### config.mk
export PLATFORM = sky130hd
export DESIGN_NAME = cmp_arbiter_flat
export DESIGN_NICKNAME = d
export VERILOG_FILES = /design/src/rtl/cmp_arbiter_if.sv /design/src/rtl/cmp_arbiter.sv /design/src/flat_wrapper.sv
export SDC_FILE = /design/constraint.sdc
export NUM_CORES = 1
export LEC_CHECK = 0
export ABC_CLOCK_PERIOD_IN_PS = 1900
export BUFFER_PORTS_ARGS = -buffer_cell sky130_fd_sc_hd__buf_2
export CORE_MARGIN = 3
export CORE_UTILIZATION = 43
export CTS_BUF_LIST = sky130_fd_sc_hd__clkbuf_2 sky130_fd_sc_hd__clkbuf_4 sky130_fd_sc_hd__clkbuf_8
export CTS_CLUSTER_DIAMETER = 30
export DETAILED_ROUTE_END_ITERATION = 8
export HOLD_SLACK_MARGIN = 0.12
export PLACE_DENSITY = 0.74
export SYNTH_ARGS = -nofsm -noshare
export SYNTH_HDL_FRONTEND = slang
export SYNTH_SLANG_ARGS = --single-unit
### constraint.sdc
create_clock -name clk -period 1.9 [get_ports clk]
set_input_delay 0.38 -clock clk [delete_from_list [all_inputs] [get_ports clk]]
set_output_delay 0.38 -clock clk [all_outputs]
set_load 0.01 [all_outputs]
### src/rtl/cmp_arbiter_if.sv
// Request, operand and result bundle between two requesters and cmp_arbiter.
// The eq result wire exists only when CMP_ARBITER_EQ_EN is defined.
interface cmp_arbiter_if #(
    parameter int WIDTH = 2
);
    logic [1:0]       req;
    logic [WIDTH-1:0] a0;
    logic [WIDTH-1:0] b0;
    logic [WIDTH-1:0] a1;
    logic [WIDTH-1:0] b1;
    logic [1:0]       gnt;
    logic [1:0]       done;
    logic             gt;
    logic             busy;
`ifdef CMP_ARBITER_EQ_EN
    logic             eq;

    modport master (output req, a0, b0, a1, b1, input gnt, done, gt, busy, eq);
    modport slave  (input req, a0, b0, a1, b1, output gnt, done, gt, busy, eq);
`else
    modport master (output req, a0, b0, a1, b1, input gnt, done, gt, busy);
    modport slave  (input req, a0, b0, a1, b1, output gnt, done, gt, busy);
`endif
endinterface

### src/rtl/cmp_arbiter.sv
// Two-requester round-robin arbiter sharing one unsigned greater-than comparator.
// Optional eq result is enabled by defining CMP_ARBITER_EQ_EN.
module cmp_arbiter #(
    parameter int WIDTH = 2
) (
    input logic          clk,
    input logic          rst,
    cmp_arbiter_if.slave bus
);

    typedef enum logic [1:0] {IDLE, LATCH, EVAL, RESP} state_e;

    state_e           state_q, state_d;
    logic             sel_q, sel_d;
    logic             ptr_q, ptr_d;
    logic [1:0]       gnt_q, gnt_d;
    logic [1:0]       done_q, done_d;
    logic             gt_q, gt_d;
    logic             busy_q, busy_d;
    logic [WIDTH-1:0] op_a_q, op_a_d;
    logic [WIDTH-1:0] op_b_q, op_b_d;
    logic             cmp_gt;
`ifdef CMP_ARBITER_EQ_EN
    logic             eq_q, eq_d;
`endif

    // The single shared comparator, fed only from the captured operands.
    assign cmp_gt = (op_a_q > op_b_q);

    always_comb begin
        // NOTE: every signal gets its hold value first so no path leaves it unassigned (no latches).
        state_d = state_q;
        sel_d   = sel_q;
        ptr_d   = ptr_q;
        gnt_d   = gnt_q;
        done_d  = done_q;
        gt_d    = gt_q;
        op_a_d  = op_a_q;
        op_b_d  = op_b_q;
`ifdef CMP_ARBITER_EQ_EN
        eq_d    = eq_q;
`endif
        case (state_q)
            IDLE: begin
                if (bus.req != 2'b00) begin
                    sel_d   = (bus.req == 2'b11) ? ptr_q : bus.req[1];
                    gnt_d   = sel_d ? 2'b10 : 2'b01;
                    state_d = LATCH;
                end
            end
            LATCH: begin
                op_a_d  = sel_q ? bus.a1 : bus.a0;
                op_b_d  = sel_q ? bus.b1 : bus.b0;
                gnt_d   = 2'b00;
                state_d = EVAL;
            end
            EVAL: begin
                gt_d    = cmp_gt;
`ifdef CMP_ARBITER_EQ_EN
                eq_d    = (op_a_q == op_b_q);
`endif
                done_d  = sel_q ? 2'b10 : 2'b01;
                state_d = RESP;
            end
            RESP: begin
                done_d  = 2'b00;
                ptr_d   = ~ptr_q;
                state_d = IDLE;
            end
            default: state_d = IDLE;
        endcase
        busy_d = (state_d != IDLE);
    end

    always_ff @(posedge clk) begin
        // NOTE: non-blocking assignments so every flop samples pre-edge values.
        if (rst) begin
            state_q <= IDLE;
            sel_q   <= 1'b0;
            ptr_q   <= 1'b0;
            gnt_q   <= 2'b00;
            done_q  <= 2'b00;
            gt_q    <= 1'b0;
            busy_q  <= 1'b0;
`ifdef CMP_ARBITER_EQ_EN
            eq_q    <= 1'b0;
`endif
        end else begin
            state_q <= state_d;
            sel_q   <= sel_d;
            ptr_q   <= ptr_d;
            gnt_q   <= gnt_d;
            done_q  <= done_d;
            gt_q    <= gt_d;
            busy_q  <= busy_d;
`ifdef CMP_ARBITER_EQ_EN
            eq_q    <= eq_d;
`endif
        end
        // NOTE: operand registers carry no reset; they are always loaded in LATCH before use.
        op_a_q <= op_a_d;
        op_b_q <= op_b_d;
    end

    assign bus.gnt  = gnt_q;
    assign bus.done = done_q;
    assign bus.gt   = gt_q;
    assign bus.busy = busy_q;
`ifdef CMP_ARBITER_EQ_EN
    assign bus.eq   = eq_q;
`endif

endmodule
### src/flat_wrapper.sv
// flat-port wrapper written by rule: the top's interface ports become plain ports
module cmp_arbiter_flat 
#(
    parameter int WIDTH = 2
)
  (clk, rst, bus_req, bus_a0, bus_b0, bus_a1, bus_b1, bus_gnt, bus_done, bus_gt, bus_busy);
  cmp_arbiter_if #(.WIDTH(WIDTH)) bus_i ();
  input logic clk;
  input logic rst;
  input wire logic [$bits(bus_i.req)-1:0] bus_req;
  input wire logic [$bits(bus_i.a0)-1:0] bus_a0;
  input wire logic [$bits(bus_i.b0)-1:0] bus_b0;
  input wire logic [$bits(bus_i.a1)-1:0] bus_a1;
  input wire logic [$bits(bus_i.b1)-1:0] bus_b1;
  output wire logic [$bits(bus_i.gnt)-1:0] bus_gnt;
  output wire logic [$bits(bus_i.done)-1:0] bus_done;
  output wire logic [$bits(bus_i.gt)-1:0] bus_gt;
  output wire logic [$bits(bus_i.busy)-1:0] bus_busy;
  assign bus_i.req = bus_req;
  assign bus_i.a0 = bus_a0;
  assign bus_i.b0 = bus_b0;
  assign bus_i.a1 = bus_a1;
  assign bus_i.b1 = bus_b1;
  assign bus_gnt = bus_i.gnt;
  assign bus_done = bus_i.done;
  assign bus_gt = bus_i.gt;
  assign bus_busy = bus_i.busy;
  cmp_arbiter #(.WIDTH(WIDTH)) u_core (.clk(clk), .rst(rst), .bus(bus_i));
endmodule
* Yosys cells after proc, flatten, opt, wreduce, memory -nomap -nowiden *
Index checks and enable logic that the tools add are counted.

cells by class
  add/subtract/negate cells = 0
  multiply operators = 0
  div/mod/pow operators = 0
  magnitude comparators = 1
  equal/unequal tests = 5
  shifts and indexed selects = 0
  mux-type cells = 10
  bitwise gates (word level) = 1
  reduce and logical (&&, ||, !) cells = 7

operators by type and width
  operator                                               number
  two-way mux 2 bit                                      6
  one-hot mux 2 bit (2 select lines)                     2
  one-hot mux 2 bit (4 select lines)                     1
  nonzero test 2 bit                                     4
  == test 2 bit, second input constant                   3
  AND reduction 2 bit                                    2
  == test 2 x 1 -> 1 bit, second input constant          1
  greater-than comparator 2 bit                          1
  logical NOT 2 bit                                      1
  inequality test 2 x 1 -> 1 bit, second input constant  1
  two-way mux 1 bit                                      1
  NOT 1 bit                                              1

storage, ports and cells
  flip-flop bits (word level) = 14
  latch bits = 0
  bits in writable memories = 0
  bits in read-only memories = 0
  input bits = 12
  memories = 0

* Longest topological paths before layout *
  depth in word-level cells = 5
  depth in mapped cells = 5
  depth with buffers taken out = 5

* Worst setup path before layout *
OpenSTA, ideal clock, no wires.

  path type = reg-to-reg
  from = reg u_core.state_q[0]
  to = reg u_core.busy_q (netlist: u_core.bus.busy)
  arrival = 1092 ps
  required time = 1780 ps
  slack = 688 ps
  cell stages (with the launch flop) = 6
  cells stage by stage = dfxtp_1 -> inv_1 -> ha_1 -> nor2_2 -> a211oi_2 -> or2_1

between the ends
  cells in the longest elaborated chain, start to end = 3

RTL lines
  element                                line               RTL
  start, declared                        cmp_arbiter.sv:13  state_e state_q, state_d;
  start signal, assigned                 cmp_arbiter.sv:89  state_q <= state_d;
  == test 2 bit (tied with other cells)  cmp_arbiter.sv:43  case (state_q)
  one-hot mux 2 bit (4 select lines) *   cmp_arbiter.sv:43
  nonzero test 2 bit *                   cmp_arbiter.sv:72  busy_d = (state_d != IDLE);
  end signal, assigned                   cmp_arbiter.sv:95  busy_q <= busy_d;
  end, declared                          cmp_arbiter.sv:19  logic busy_q, busy_d;

Mark *: on every way between the ends. The rest lies on a longest branch, timed or not.
A chain may end at the register's enable or synchronous reset.

* Final worst setup path *
Ends and elaborated chain as after synthesis.

==> qor.tcl <==
set qor(max_stage_delay_ns) 0.40
set qor(max_cap_viol_count) 0
set qor(netlist_area_before_placement_um2) 668.1
set qor(report.final.slew_viol_count) 0
set qor(setup-violations-final) 0
set qor(floorplan.die.width_um) 45.42
set qor(postCtsSetupBuffers) 0
set qor(r2r_setup_slack_ns) 0.58
set qor(timing.final.ws_setup_ns) 0.5806
set qor(power_density_mw_per_mm2) 1348
set qor(die-area_mm2) 0.002063
set qor(layout_cells_sized_above_1_pct) 36.71
set qor(yosysSeqAreaShare_pct) 47.94
set qor(postRouteWirelength_um) 1111
set qor(num_io_pins) 18
set qor(ys_types) 25
set qor(cts-htree-levels) 1
set qor(post_synthesis_compound_gate_area_fraction_pct) 9.363
set qor(gr_met2_demand_resource_pct) 19.50
set qor(grt.busiest_layer) {met2}
set qor(post_route_setup_tns_ns) 0
set qor(gpl.final_weighted_congestion) 0.7102
set qor(hp-start) {rst}
set qor(later_pin_clock_latency_in_the_skew_report_ns) 0.28
set qor(synth_xor_area_share_pct) 1.311
set qor(slew_headroom_pct) 80.60
set qor(clkSinkCount) 14
set qor(critPathRequiredTime_ns) 2.07
set qor(drt_iter0_drc) 18
set qor(finish.net_count) 99
set qor(grt_setup_unrepaired) {no}
set qor(final_common_cell) {buf_2}
set qor(synth_mux_area_share_pct) 9.738
set qor(layout.core_utilization_pct) 57.74
set qor(final.period_utilization_pct) 69.44
set qor(pre_cts_slack_ns) 0.6001
set qor(power.leakage_uw) 0.0003511
set qor(synthSimpleGateAreaFrac_pct) 14.23
set qor(rr_worst_depth) 5
set qor(dieHeight_um) 45.42
set qor(antenna_found_initial) 0
set qor(area_delta_synth_final_pct) 19.48
set qor(core-area_mm2) 0.001383
set qor(clock_transition_at_the_registers_of_the_reported_paths_ns) 0.08
set qor(initial_core_util_pct) 48.33
set qor(timing.hold.worst_endpoint) {u_core.bus.gnt[0]}
set qor(ctsLongestPathBuffers) 2
set qor(cp_data_arrival_time_ns) 1.49
set qor(final_hold_viol_count) 0
set qor(total_gr_overflow) 0
set qor(crit-reg2reg-launch) {u_core.state_q[0]}
set qor(numCtsBuffers) 3
set qor(vias) 486
set qor(drt-vias-per-instance) 5.170
set qor(placed_cells_incl_taps) 90
set qor(synth_adder_area_share_pct) 13.11
set qor(tritoncts) {built}
set qor(largest_family_of_logic_cells_by_synthesized_area) {simple AND/OR/NAND/NOR gates}
set qor(p_total_uw) 1076
set qor(setup.worst_path.start_class) {flip-flop}
set qor(category_of_the_critical_setup_timing_path) {reg2reg}
set qor(antennaDiodeCount) 0
set qor(grt_pass1_vias) 457
set qor(post-route-min-period_ns) 1.319
set qor(drc_errors) 0
set qor(synthCells) 60
set qor(yosys_warnings) 0
set qor(crit_end_element) {flip-flop}
set qor(grt_max_degree) 10
set qor(first_pass_grt_wire_length_um) 1787
set qor(global_route.usage.met3_pct) 2.372
set qor(holdBufCountCts) 0
set qor(grtUsageMet1_pct) 14.50
set qor(num_rows) 13
set qor(flops_latches_synth) 14
set qor(place.detailed.hpwl_um) 848.2
set qor(instances_no_fill) 94
set qor(slowest_stage) {dfxtp_1}
set qor(antenna_left) 0
set qor(avgRoutedWirePerCell_um) 11.82
set qor(status) {completed}
set qor(vdd_drop_max_mv) 0.7299
set qor(timing.fmax_mhz) 757.9
set qor(grt_usage_pct) 12.24
set qor(postCtsResizedCells) 0
set qor(port-buffer-count) 17
set qor(cts.root.buffer_cell) {clkbuf_4}
set qor(timing.clock.skew_ns) 0.004897
set qor(layout_common_cells) {buf_2 (17), dfxtp_1 (10), ha_1 (7), inv_1 (5)}
set qor(crit_path_max_fanout) 5
set qor(end_of_the_worst_register_to_register_path) {u_core.bus.busy}
set qor(synth_nets) 79
set qor(syn_area_per_cell_um2) 11.14
set qor(path_class_of_the_lowest_slack_min_delay_path) {in2reg}
set qor(drt_first_pass_iters) 4
set qor(min_delay_path_depth) 2
set qor(cp_cell_sequence) {inv_1 -> ha_1 -> nor2_2 -> a211oi_2 -> or2_1}
set qor(tightestPinTransition_ns) 0.2906
-- cells in the mapped netlist, drive strengths merged --
| cell | count | area [um^2] |
|---|---|---|
| a21oi | 3 | 15.01 |
| xnor2 | 1 | 8.760 |
| or2 | 1 | 6.260 |
| edfxtp | 4 | 120.1 |
| dfxtp | 10 | 200.2 |
| a211oi | 1 | 12.51 |
| buf | 2 | 10.01 |
| a211o | 1 | 8.760 |
| nor3 | 3 | 20.02 |
| o21ai | 2 | 10.01 |
| nor2b | 2 | 12.51 |
| nand2b | 2 | 15.02 |
| a32oi | 1 | 8.760 |
| nand4b | 1 | 8.760 |
| ha | 7 | 87.58 |
| nor2 | 4 | 17.52 |
| mux2 | 4 | 45.04 |
| o211ai | 1 | 7.510 |
| mux2i | 2 | 20.02 |
| inv | 5 | 18.77 |
| nand2 | 2 | 7.510 |
| nor3b | 1 | 7.510 |
-- power by group --
part | switching (uW) | internal [uW]
logic | 209 | 197
clock network | 91.0 | 117
registers | 53.3 | 409
total | 353 | 723
-- how the worst max path moves through the flow --
stage                 startpoint                end  depth (start not counted)
3_3_place_gp   u_core.state_q[0]    u_core.bus.busy                          5
6_report       u_core.state_q[0]    u_core.bus.busy                          5
4_1_cts        u_core.state_q[0]    u_core.bus.busy                          5
3_5_place_dp   u_core.state_q[0]    u_core.bus.busy                          5
5_1_grt        u_core.state_q[0]  u_core.bus.gnt[0]                          5
2_1_floorplan  u_core.state_q[0]    u_core.bus.busy                          5
-- per-layer routing --
metal  up-vias  wire, um
met5         -         0
met4         0        27
met3         4        72
met2        17       489
met1       218       521
li1        247         -
-- kinds of logic after synthesis --
family,after synthesis
flip-flops,14
AND/OR/NAND/NOR,16
buffers and inverters,7
AO/OA/AOI/OAI,9
multiplexers,6
XOR/XNOR,1
adder cells (fa/ha/maj),7
-- critical path, delay by kind of cell, from the launching register on --
family,cells,cell delay [ns]
DFF,1,0.40
and+or+nand+nor,2,0.36
adders and majority gates,1,0.29
buffers and inverters,1,0.10
AOI/OAI and AO/OA,1,0.05
-- state kept, by name, summed over array words and instances, names as in the netlist --
signal,cells
u_core.bus.done,2
u_core.bus.gnt,2
u_core.op_a_q,2
u_core.op_b_q,2
u_core.state_q,2
u_core.bus.busy,1
u_core.bus.gt,1
u_core.ptr_q,1
u_core.sel_q,1
-- final cells by class --
type / count / area, um^2
multi-input combinational: 39 / 319.1
sequential: 14 / 320.3
inverter: 5 / 18.77
clock buffer: 4 / 36.28
tap: 15 / 18.77
fill: 113 / 584.3
timing repair buffer: 17 / 85.08
-- per-stage QoR --
stage | cell area (um^2) | hold slack, ns
finish | 798.3 | 0.3815
global route | 798.3 | 0.3981
CTS | 798.3 | 0.3876
detailed placement | 762.0 | 0.4705
global placement | 762.0 | 0.4623
floorplan | 668.1 | 0.4952
Power figures use the tool's default switching activity.
